$ cat src/rtl/uart_rx_bit_timer.sv
// rtl/uart_rx_bit_timer.sv - UART receive bit timer: start-bit qualification and mid-bit sample strobes
module uart_rx_bit_timer #(
  parameter int DIV_W     = 16,
  parameter int RESET_DIV = 5208,
  parameter int DATA_BITS = 8,
  parameter int PARITY_EN = 0,
  parameter int STOP_BITS = 1
) (
  input  logic             clk_50M,
  input  logic             reset,
  input  logic             enable,
  input  logic             rx_in,
  input  logic             div_load,
  input  logic [DIV_W-1:0] div_value,
  output logic [DIV_W-1:0] baud_div,
  output logic             sample,
  output logic [3:0]       bit_idx,
  output logic [1:0]       bit_kind,
  output logic             busy,
  output logic             frame_done,
  output logic             frame_err,
  output logic             false_start
);

  localparam int NBITS = 1 + DATA_BITS + PARITY_EN + STOP_BITS;
  localparam logic [3:0] LAST_IDX = 4'(NBITS - 1);
  localparam logic [3:0] DATA_LAST = 4'(DATA_BITS);
  localparam logic [3:0] PAR_IDX = 4'(DATA_BITS + 1);
  localparam logic [DIV_W-1:0] ONE = DIV_W'(1);
  localparam logic [DIV_W-1:0] TWO = DIV_W'(2);
  localparam logic [DIV_W-1:0] RST_DIV = DIV_W'(RESET_DIV);

  if (RESET_DIV < 2 || DATA_BITS < 5 || DATA_BITS > 9 || PARITY_EN < 0 || PARITY_EN > 1 ||
      STOP_BITS < 1 || STOP_BITS > 2) begin : g_param_err
    $error("uart_rx_bit_timer: illegal parameter set");
  end

  typedef enum logic [1:0] {IDLE, START_CHK, RUN} state_t;

  state_t           state_q, state_d;
  logic [DIV_W-1:0] cnt_q, cnt_d;
  logic [DIV_W-1:0] div_q, div_d;
  logic             rx_q;
  logic [3:0]       idx_q, idx_d;
  logic [1:0]       kind_q, kind_d;
  logic             sample_q, sample_d;
  logic             busy_q, busy_d;
  logic             done_q, done_d;
  logic             err_q, err_d;
  logic             fs_q, fs_d;
  logic             stop_err_q, stop_err_d;

  logic             edge_fall;
  logic [DIV_W-1:0] half_m1;
  logic [3:0]       next_idx;
  logic [1:0]       next_kind;
  logic             stop_low;

  function automatic logic [1:0] kind_of(input logic [3:0] idx);
    if (idx == 4'd0) return 2'd0;
    else if (idx <= DATA_LAST) return 2'd1;
    else if (PARITY_EN != 0 && idx == PAR_IDX) return 2'd2;
    else return 2'd3;
  endfunction

  always_comb begin
    edge_fall  = rx_q & ~rx_in;
    half_m1    = (div_q >> 1) - ONE;
    next_idx   = idx_q + 4'd1;
    next_kind  = kind_of(next_idx);
    stop_low   = (next_kind == 2'd3) && !rx_in;

    state_d    = state_q;
    cnt_d      = cnt_q;
    div_d      = div_q;
    idx_d      = idx_q;
    kind_d     = kind_q;
    stop_err_d = stop_err_q;
    sample_d   = 1'b0;
    done_d     = 1'b0;
    err_d      = 1'b0;
    fs_d       = 1'b0;

    case (state_q)
      IDLE: begin
        idx_d      = 4'd0;
        cnt_d      = '0;
        stop_err_d = 1'b0;
        if (div_load) div_d = (div_value < TWO) ? TWO : div_value;
        if (enable && edge_fall) state_d = START_CHK;
      end
      START_CHK: begin
        if (!enable) begin
          state_d = IDLE;
          cnt_d   = '0;
        end else if (cnt_q == half_m1) begin
          cnt_d = '0;
          if (!rx_in) begin
            sample_d = 1'b1;
            idx_d    = 4'd0;
            kind_d   = 2'd0;
            state_d  = RUN;
          end else begin
            fs_d    = 1'b1;
            state_d = IDLE;
          end
        end else begin
          cnt_d = cnt_q + ONE;
        end
      end
      RUN: begin
        if (!enable) begin
          state_d = IDLE;
          cnt_d   = '0;
          idx_d   = 4'd0;
        end else if (cnt_q == div_q - ONE) begin
          cnt_d    = '0;
          sample_d = 1'b1;
          idx_d    = next_idx;
          kind_d   = next_kind;
          // Last stop bit closes the frame; the edge detector is live again next cycle.
          if (next_idx == LAST_IDX) begin
            done_d  = 1'b1;
            err_d   = stop_err_q | stop_low;
            state_d = IDLE;
          end else begin
            stop_err_d = stop_err_q | stop_low;
          end
        end else begin
          cnt_d = cnt_q + ONE;
        end
      end
      default: state_d = IDLE;
    endcase

    busy_d = (state_d != IDLE);
  end

  always_ff @(posedge clk_50M or posedge reset) begin
    if (reset) begin
      state_q    <= IDLE;
      cnt_q      <= '0;
      div_q      <= RST_DIV;
      rx_q       <= 1'b1;
      idx_q      <= 4'd0;
      kind_q     <= 2'd0;
      stop_err_q <= 1'b0;
      sample_q   <= 1'b0;
      busy_q     <= 1'b0;
      done_q     <= 1'b0;
      err_q      <= 1'b0;
      fs_q       <= 1'b0;
    end else begin
      state_q    <= state_d;
      cnt_q      <= cnt_d;
      div_q      <= div_d;
      rx_q       <= rx_in;
      idx_q      <= idx_d;
      kind_q     <= kind_d;
      stop_err_q <= stop_err_d;
      sample_q   <= sample_d;
      busy_q     <= busy_d;
      done_q     <= done_d;
      err_q      <= err_d;
      fs_q       <= fs_d;
    end
  end

  assign baud_div    = div_q;
  assign sample      = sample_q;
  assign bit_idx     = idx_q;
  assign bit_kind    = kind_q;
  assign busy        = busy_q;
  assign frame_done  = done_q;
  assign frame_err   = err_q;
  assign false_start = fs_q;

endmodule
$ cat config.mk
export PLATFORM = sky130hd
export DESIGN_NAME = uart_rx_bit_timer
export DESIGN_NICKNAME = d
export VERILOG_FILES = /design/src/rtl/uart_rx_bit_timer.sv
export SDC_FILE = /design/constraint.sdc
export NUM_CORES = 1
export LEC_CHECK = 0
export CORE_ASPECT_RATIO = 1.1
export CORE_MARGIN = 2
export CORE_UTILIZATION = 40
export CTS_CLUSTER_SIZE = 30
export DETAILED_ROUTE_END_ITERATION = 6
export PLACE_DENSITY = 0.63
export SLEW_MARGIN = 25
export SYNTH_ARGS = -nofsm -noshare
export SYNTH_HDL_FRONTEND = slang
export SYNTH_SLANG_ARGS = --single-unit
$ cat constraint.sdc
create_clock -name clk_50M -period 4 [get_ports clk_50M]
set_clock_uncertainty 0.2 [all_clocks]
set_input_delay 0.6 -clock clk_50M [delete_from_list [all_inputs] [get_ports clk_50M]]
set_output_delay 0.6 -clock clk_50M [all_outputs]
set_load 0.05 [all_outputs]
==> metrics.md <==
| Metric | Value |
|---|---|
| Status | complete, no violations |
| Largest net degree at the start of global routing | 48 |
| Crit path arrival time | approximately 3.5 ns |
| Cell class contributing the biggest share of worst-path delay | simple AND/OR/NAND/NOR gates |
| Routed WL | 9040 µm |
| Die area | slightly below 0.01 mm² |
| Seq/Total Area, Yosys | between 30% and 40% |
| Final setup TNS | 0 ns |
| GPL Wtd Cong | 0.920 |
| Initial antenna violation count | 0 |
| Post-Syn Area | 0.00362 mm² |
| Global-route wire length before repair | 15200 µm |
| Min Tclk post-route | between 3 and 4 ns |
| Achievable clock frequency | 286 MHz |
| Final worst slack | between 0.5 and 0.6 ns |
| Post-Place Worst Slack | 0.523 ns |
| Synthesized Nets | roughly 420 |
| Final hold slack | 0.303 ns |
| Yosys warning count | 0 |
| # hold bufs at CTS | 0 |
| Mapped Cells | 393 |
| Slew Limit Headroom | between 40% and 50% |
| Synthesized flop and latch total | 47 |
| CP max FO | 9 |
| Layout Utilization | 47.7% |
| Initial Utilization | between 40% and 50% |
| VDD IR-drop max | 0.000232 V |
| Post-cts resize count | 0 |
| Number of global-route vias before repair | 3039 |
| Worst skew pair latency | 0.31 ns |
| Clock transition at the registers of the reported paths | 0.09 ns |
| Logic gate share of total power | 51.6% |
| Largest area contributor in the netlist | dfrtp_1 |
| M2 GR Usage | 31.8% |
| Area Overhead vs Synth | 16.3% |
| CTS tree | yes |
| Final #Nets | 454 |
| RSZ-0062 raised after global routing | no |
| Critical path startpoint category | register |
| Final setup fails | 0 |
| Cell Rows | 36 |
| ANT nets after route | 0 |
| Synth Area in Simple Gates | between 20 and 25% |
| Half-perimeter wire length after placement | 6850 µm |
| Chip Height | 104 µm |
| Dominant cells by area after synthesis | dfrtp_1 (28%), xor2_1 (6.3%), xnor2_1 (5.3%) |
| Gr usage total | 19.2% |
| Largest family of logic cells by synthesized area | simple AND/OR/NAND/NOR gates |
| Via density | 5.70 |
| Detailed-route wire length per cell | 16.8 µm |
| Slew @ Worst Pin | 0.839 ns |
| Mux share of post-synthesis cell area | 5.53% |
| Post-synth EDFFs | 0 |
| Async set-reset flop share out of synthesis | 100% |
| Ys flop type | dfrtp_1 |
| Layer with the highest usage | met2 |
| Slowest CP cell | nor4b_2 |
| Critical path, cell by cell | inv_1 > ha_1 > nor4b_1 > xor2_1 > a2111oi_2 > nand4b_1 > nor4b_2 > buf_4 > o21ai_0 > a22oi_1 > o21bai_1 |
| Layout Cell Area excl Fill | roughly 0.0042 mm² |
| Switching Share | 48.0% |
| Reg power frac | 35.2% |
| Sink Count | 47 |
| Core area | 0.00883 mm² |
| Grt total ovfl | 0 |
| Top Ports | between 40 and 50 |
| Pre-antenna DRT Iters | 4 |
| Antenna fix cells | 0 |
| DRC viols | 0 |
| Post-Synth Adder-Cell Area | 3.11% |
| Final hold violations | 0 |
| P_leak | approximately 1.7 nW |
| Endpoint class of the critical path | register |
| GR Layer Usage met1 | 26.5% |
| Die Span X | 94.7 µm |
| Post-CTS Setup Bufs | 0 |
| Crit path kind | reg2reg |
| Compound-Gate Fraction of Synth Area | 19.7% |
| Worst min path class | reg2reg |
| Clk root buf | clkbuf_8 |
| Clock share of power | 13.2% |
| Clock Tree Buf Depth | 2 |
| Vias post-DR | 3074 |
| WP data required | 4.00 ns |
| Most frequent cell after synthesis | dfrtp_1 |
| Post-synth top cells | dfrtp_1 (41), nand2_1 (29), xor2_1 (26) |
| Top-area cell type share of the netlist area | ~28% |
| Cell variety after synth | 69 |
| Cell-internal power | 0.00115 W |
| # H-tree levels | 2 |
| Fill cell count | 855 |
| Final period util | 87.3% |
| CP bufs+invs | 2 |
| TritonCTS Buffers | 5 |
| Synth Area in XOR/XNOR | roughly 12% |
| Dpl cell area | 0.00413 mm² |
| Total net switching power | between 0.001 and 0.0015 W |
| Share of post-route cells with drive strength above 1 | 13.6% |
| PD cells | about 530 mW/mm² |
| CP peak stage delay | 0.61 ns |
| Met3 usage | 2.55% |
| Max cap viols | 0 |
| Initial detailed-routing violation count | 180 |
| Avg Cell Area, Syn | slightly above 9 µm² |
| I/O Buffers | 47 |
| Pins Over Slew Limit | 0 |
-- routing by layer --
layer  up-vias  wire, µm
met2        59      4510
met1      1523      4180
met3         7       296
met5         -         0
li1       1485         -
met4         0        54
-- kinds of logic (layout without fill, tap and decap cells) --
| kind of cell | Yosys count | after routing |
|---|---|---|
| and+or+nand+nor | 134 | 134 |
| AOI/OAI and AO/OA | 93 | 93 |
| xor gates and xnor gates | 48 | 48 |
| DFF | 47 | 47 |
| buffers and inverters | 44 | 76 |
| muxes | 18 | 18 |
| adders and majority gates | 9 | 9 |
-- power groups by stage --
stage	Combinational, W	Clock [W]	Sequential [W]
finish	0.00115	0.000293	0.000782
global route	0.00123	0.000326	0.000800
CTS	0.00114	0.000301	0.000782
detailed placement	0.00114	0	0.000791
global placement	0.00113	0	0.000788
floorplan	0.000720	0	0.000902
-- area by class of cell --
class                           instances  area [µm²]  area share, %
Tap cell                              114         143           3.38
Inverter                               15        57.6           1.37
Clock buffer                            5        68.8           1.63
Timing Repair Buffer                   53         515           12.2
Clock inverter                          3        15.0          0.356
Multi-Input combinational cell        302        2230           52.9
Sequential cell                        47        1180           28.1
-- per-stage QoR --
step | total power [W] | instances
6_report | 0.00222 | 539
5_1_grt | 0.00235 | 539
3_5_place_dp | 0.00193 | 531
2_1_floorplan | 0.00162 | 393
3_3_place_gp | 0.00192 | 531
4_1_cts | 0.00223 | 539
-- sequential cells by signal (all words and copies together), names as in the netlist, 2 cells and up --
signal,cells
bit_kind,2
state_q,2
bit_idx,4
baud_div,16
cnt_q,16
-- path summary, 6_finish.rpt --
kind	start	end	slack [ns]	depth (start not counted)
min in group asynchronous	reset	bit_kind[0]	0.55	2
min	stop_err_q	frame_err	0.30	1
min reg2reg	stop_err_q	frame_err	0.30	1
max in group asynchronous	reset	baud_div[8]	2.56	2
max reg2reg	baud_div[2]	busy	0.51	11
max	baud_div[2]	busy	0.51	11
-- layout by cell type (no fill, tap or decap), drive strengths merged, types with 14 or more instances in the layout --
cell type and instances:
clkdlybuf4s50 47, dfrtp 41, nand2 29, xor2 26
xnor2 22, o21ai 18, nand3 17, nor2 17
mux2 16, inv 14
(Power assumes the default switching activity.)
